--- config.mk ---
export PLATFORM = sky130hd
export DESIGN_NAME = attention_score_drain_flat
export DESIGN_NICKNAME = d
export VERILOG_FILES = /design/src/rtl/attention_score_drain_if.sv /design/src/rtl/attention_score_drain.sv /design/src/flat_wrapper.sv
export SDC_FILE = /design/constraint.sdc
export NUM_CORES = 1
export LEC_CHECK = 0
export ABC_CLOCK_PERIOD_IN_PS = 5300
export CAP_MARGIN = 20
export CELL_PAD_IN_SITES_DETAIL_PLACEMENT = 0
export CELL_PAD_IN_SITES_GLOBAL_PLACEMENT = 1
export CORE_UTILIZATION = 44
export DETAILED_ROUTE_END_ITERATION = 8
export GPL_ROUTABILITY_DRIVEN = 0
export PLACE_DENSITY_LB_ADDON = 0.1
export SLEW_MARGIN = 20
export SYNTH_ARGS = -nofsm -noshare
export SYNTH_HDL_FRONTEND = slang
export SYNTH_SLANG_ARGS = --single-unit
--- constraint.sdc ---
create_clock -name clk -period 5.3 [get_ports clk]
set_input_delay 1.06 -clock clk [delete_from_list [all_inputs] [get_ports clk]]
set_output_delay 1.06 -clock clk [all_outputs]
set_load 0.01 [all_outputs]
--- src/rtl/attention_score_drain_if.sv ---
// Drain-stage bus: upstream push/credit side plus the downstream valid/ready score port.
interface attention_score_drain_if #(
    parameter int ACC_W = 18,
    parameter int OUT_W = 8,
    parameter int DEPTH = 4
);
    localparam int FILL_W = $clog2(DEPTH) + 1;

    logic [ACC_W-1:0]  acc_in;
    logic              acc_vld_in;
    logic              credit_out;
    logic [OUT_W-1:0]  score_mst_out;
    logic              vld_mst_out;
    logic              rdy_mst_in;
    logic [FILL_W-1:0] fill_out;
    logic              ovf_err_out;

    modport master (
        input  acc_in, acc_vld_in, rdy_mst_in,
        output credit_out, score_mst_out, vld_mst_out, fill_out, ovf_err_out
    );

    modport slave (
        output acc_in, acc_vld_in, rdy_mst_in,
        input  credit_out, score_mst_out, vld_mst_out, fill_out, ovf_err_out
    );
endinterface

--- src/rtl/attention_score_drain.sv ---
// Attention score drain: quantize MAC accumulator (shift + saturate) into a
// credit-managed FIFO that feeds a valid/ready master port.
module attention_score_drain #(
    parameter int ACC_W = 18,
    parameter int OUT_W = 8,
    parameter int SHIFT = 8,
    parameter int DEPTH = 4
) (
    input  logic clk,
    input  logic rst,
    attention_score_drain_if.master bus
);
    localparam int PW = $clog2(DEPTH);
    localparam int CW = PW + 1;
    localparam logic [ACC_W-1:0] SAT_MAX = ACC_W'((64'd1 << OUT_W) - 64'd1);
    localparam logic [CW-1:0]    FULL_CNT = CW'(DEPTH);

    logic [OUT_W-1:0] mem_q [DEPTH];
    logic [OUT_W-1:0] mem_d [DEPTH];
    logic [PW-1:0]    wr_ptr_q, wr_ptr_d;
    logic [PW-1:0]    rd_ptr_q, rd_ptr_d;
    logic [CW-1:0]    cnt_q, cnt_d;
    logic             credit_q, credit_d;
    logic             ovf_q, ovf_d;

    logic [ACC_W-1:0] q_sh;
    logic [OUT_W-1:0] q_sat;
    logic             pop, push, full;

    assign q_sh  = bus.acc_in >> SHIFT;
    assign q_sat = (q_sh > SAT_MAX) ? SAT_MAX[OUT_W-1:0] : q_sh[OUT_W-1:0];

    assign full = (cnt_q == FULL_CNT);
    assign pop  = (cnt_q != '0) && bus.rdy_mst_in;
    // A push into a full FIFO is still accepted when the head leaves this cycle.
    assign push = bus.acc_vld_in && (!full || pop);

    always_comb begin
        mem_d    = mem_q;
        wr_ptr_d = wr_ptr_q;
        rd_ptr_d = rd_ptr_q;
        cnt_d    = cnt_q;
        credit_d = pop;
        ovf_d    = ovf_q | (bus.acc_vld_in && full && !pop);

        if (push) begin
            mem_d[wr_ptr_q] = q_sat;
            wr_ptr_d        = wr_ptr_q + 1'b1;
        end
        if (pop)
            rd_ptr_d = rd_ptr_q + 1'b1;

        case ({push, pop})
            2'b10:   cnt_d = cnt_q + 1'b1;
            2'b01:   cnt_d = cnt_q - 1'b1;
            default: cnt_d = cnt_q;
        endcase
    end

    always_ff @(posedge clk) begin
        if (rst) begin
            mem_q    <= '{default: '0};
            wr_ptr_q <= '0;
            rd_ptr_q <= '0;
            cnt_q    <= '0;
            credit_q <= 1'b0;
            ovf_q    <= 1'b0;
        end else begin
            mem_q    <= mem_d;
            wr_ptr_q <= wr_ptr_d;
            rd_ptr_q <= rd_ptr_d;
            cnt_q    <= cnt_d;
            credit_q <= credit_d;
            ovf_q    <= ovf_d;
        end
    end

    assign bus.score_mst_out = mem_q[rd_ptr_q];
    assign bus.vld_mst_out   = (cnt_q != '0);
    assign bus.fill_out      = cnt_q;
    assign bus.credit_out    = credit_q;
    assign bus.ovf_err_out   = ovf_q;
endmodule
--- src/flat_wrapper.sv ---
// flat-port wrapper written by rule: the top's interface ports become plain ports
module attention_score_drain_flat 
#(
    parameter int ACC_W = 18,
    parameter int OUT_W = 8,
    parameter int SHIFT = 8,
    parameter int DEPTH = 4
)
  (clk, rst, bus_acc_in, bus_acc_vld_in, bus_rdy_mst_in, bus_credit_out, bus_score_mst_out, bus_vld_mst_out, bus_fill_out, bus_ovf_err_out);
  attention_score_drain_if #(.ACC_W(ACC_W), .OUT_W(OUT_W), .DEPTH(DEPTH)) bus_i ();
  input  logic clk;
  input  logic rst;
  input wire logic [$bits(bus_i.acc_in)-1:0] bus_acc_in;
  input wire logic [$bits(bus_i.acc_vld_in)-1:0] bus_acc_vld_in;
  input wire logic [$bits(bus_i.rdy_mst_in)-1:0] bus_rdy_mst_in;
  output wire logic [$bits(bus_i.credit_out)-1:0] bus_credit_out;
  output wire logic [$bits(bus_i.score_mst_out)-1:0] bus_score_mst_out;
  output wire logic [$bits(bus_i.vld_mst_out)-1:0] bus_vld_mst_out;
  output wire logic [$bits(bus_i.fill_out)-1:0] bus_fill_out;
  output wire logic [$bits(bus_i.ovf_err_out)-1:0] bus_ovf_err_out;
  assign bus_i.acc_in = bus_acc_in;
  assign bus_i.acc_vld_in = bus_acc_vld_in;
  assign bus_i.rdy_mst_in = bus_rdy_mst_in;
  assign bus_credit_out = bus_i.credit_out;
  assign bus_score_mst_out = bus_i.score_mst_out;
  assign bus_vld_mst_out = bus_i.vld_mst_out;
  assign bus_fill_out = bus_i.fill_out;
  assign bus_ovf_err_out = bus_i.ovf_err_out;
  attention_score_drain #(.ACC_W(ACC_W), .OUT_W(OUT_W), .SHIFT(SHIFT), .DEPTH(DEPTH)) u_core (.clk(clk), .rst(rst), .bus(bus_i));
endmodule
==> metrics <==
status=finished, final reports clean; WHS Endpoint=u_core.bus.ovf_err_out; PwrDens=299.3 nW/um^2; Initial DRC Count=91; slew margin rel.=49.95%; logic gate share of total power=21.0%; GRT Residual Overflow=0; Fin Hold WS=0.4738 ns; Worst setup startpoint=u_core.rd_ptr_q[0]; Routed Antenna Nets=0; Die H=70.83 um; number of synthesized register bits=41; count of hold-fix buffers inserted at cts=0; CTS buffer count=5; largest net degree at the start of global routing=51; mux share of post-synthesis cell area=24.01%; Worst setup EP type=primary output; Top-Level Pins=36; Min-Delay Startpoint=u_core.bus.ovf_err_out; sequential share of power=48.6%; TNS Setup=0 ns; drt wl/cell=15.94 um; RSZ-0062 raised after global routing=false; CTS tree=yes; Total GRT Usage=18.81%; Initial Utilization=46.90%; fmax=315.0 MHz; Nets=243; clock latency on the worst-skew pair=0.29 ns; max-cap violations=0; Slew Limit Fails=0; global-route wire length before repair=7369 um; drt total wl=4288 um; dpl cells=261; switching share of power=26.87%; fin crit share=59.91%; synthesized area per cell=10.64 um^2; final core occ=55.18%; number of gates resized after CTS=0; Synth Area in Adders=3.361%; Final Hold Fails=0; clk_skew=0.009694 ns; Synth warnings=0; Reg2Reg Depth=6; reg2reg setup slack=3.32 ns; # setup viols final=0; total power=0.7339 mW; top fanout value on the critical path=10; Placement Cell Area=2351 um^2; hold path cells=2; largest family of logic cells by synthesized area=multiplexers; total number of vias=1459; Pre-antenna DRT Iters=6; worst r2r src=u_core.bus.fill_out[0]; fin area=2452 um^2; ant diodes=0; Psw=0.1972 mW; Die W=70.83 um; final worst slack=2.125 ns; Worst-Margin Slew=0.7484 ns; Post-Synth XOR/XNOR Area=1.681%; vias in the first global route=1529; pre-CTS setup slack=1.912 ns; Crit Path Category=flip-flop to primary output; TritonCTS Sinks=41; Clk pwr share=30.4%; H-Tree Depth=2; Synth Area in Compound Gates=4.622%; Int Pwr=0.5367 mW; startpoint types=flip-flop; minimum clock period=3.175 ns; Post-DP HPWL=2869 um; RR Endpoint=u_core.bus.fill_out[1]; die area=5017 um^2; Arr. time, crit path=2.11 ns; synth unique cells=30; fin cells=269; drt drc=0; P&R area growth vs syn=17.65%; Post-CTS Setup Bufs=0; core region area=4444 um^2; site row count=24; Synthesized Nets=223; Hold WC Path Type=flip-flop to flip-flop; PortBufs=27; layout cells sized above 1=13.82%; Mapped Cells=196; DR vias/cell=5.424; LEAKAGE=1.044 nW; Clock transition at path regs=0.08 ns; register area share after synthesis=39.38%; CTS Buffer Depth=2; maximum VDD drop=0.1479 mV; Synth Cell Area=2084 um^2; WP data required=4.24 ns; Synth Area in Simple Gates=22.21%; initial antenna violation count=0; root buffer cell=clkbuf_8
==> metal layers <==
metal | share of wire (%) | GRT usage, %
met5 | 0 | 0
met2 | 49 | 32.48
met3 | 3.4 | 4.701
met1 | 46 | 23.44
met4 | 1.0 | 5.111
==> cell usage after synthesis <==
master     count  share of area, %
a31oi_1        1              0.30
o21ai_0        2              0.48
or4b_1         1              0.48
buf_6          2               1.1
o311ai_0       1              0.42
a221oi_1       1              0.42
clkbuf_1       8               1.4
inv_1          6               1.1
or2_2          9               2.7
fa_1           1              0.96
nand3_1        5               1.2
o2111ai_1      2              0.84
nor2_1         7               1.3
a21oi_1        3              0.72
nand3_4        4               3.4
nor3_1         8               1.9
mux4_2         8               8.6
dfxtp_1       41                39
o31ai_1        2              0.72
mux2i_1       32                15
buf_1          1              0.18
o21bai_1       1              0.36
o211ai_1       1              0.36
nand2b_1      33               9.9
nand3b_1       1              0.36
or3_1          2              0.60
xor2_1         4               1.7
nor4b_1        1              0.42
ha_1           4               2.4
buf_2          4              0.96
==> cell usage in the layout, fill, tap and decap left out, drive strengths merged <==
cell type       n
dfxtp          41
nand2b         33
mux2i          32
clkdlybuf4s50  27
or2             9
nand3           9
mux4            8
nor3            8
nor2            7
clkbuf          7
inv             6
xor2            4
ha              4
a21oi           3
or3             2
o2111ai         2
o31ai           2
o21ai           2
or4b            1
a221oi          1
nor4b           1
nand3b          1
o211ai          1
o21bai          1
a31oi           1
o311ai          1
fa              1
clkinv          1
buf             1
==> state kept, by name, indices dropped and copies added (netlist names) <==
register                cells
u_core.bus.ovf_err_out      1
u_core.rd_ptr_q             2
u_core.bus.credit_out       1
u_core.mem_q               32
u_core.wr_ptr_q             2
u_core.bus.fill_out         3
==> cell type report <==
type | instances | area, um^2
fill | 398 | 1992
multi-input combinational | 134 | 1165
sequential | 41 | 820.8
timing repair buffer | 28 | 277.8
clock buffer | 7 | 96.34
tap | 52 | 65.06
inverter | 6 | 22.52
clock inverter | 1 | 5.005
==> power groups by stage <==
stage	Clock, mW	Combinational, mW	Sequential (mW)
4_1_cts	0.231	0.156	0.357
3_3_place_gp	0	0.150	0.362
2_1_floorplan	0	0.112	0.347
5_1_grt	0.245	0.167	0.361
3_5_place_dp	0	0.155	0.364
6_report	0.223	0.154	0.357
==> logic make-up after synthesis <==
group	after synthesis
AND/OR/NAND/NOR	71
AO/OA/AOI/OAI	14
XOR/XNOR	4
flip-flops	41
multiplexers	40
adder cells (fa/ha/maj)	5
buffers and inverters	21
==> critical path, cell delays in order, from the launching register on <==
cell             delay, ns
dfxtp_1               0.74
mux4_2                0.59
clkdlybuf4s50_1       0.50
==> worst max path at each step <==
stage / endpoint / slack [ns] / cells past startpoint
floorplan: u_core.bus.fill_out[1] / 2.88 / 7
global placement: u_core.bus.fill_out[1] / 2.04 / 7
detailed placement: u_core.bus.fill_out[1] / 1.91 / 7
CTS: bus_score_mst_out[6] / 2.08 / 2
global route: bus_score_mst_out[6] / 2.00 / 2
finish: bus_score_mst_out[6] / 2.13 / 2
(Power assumes the default switching activity.)
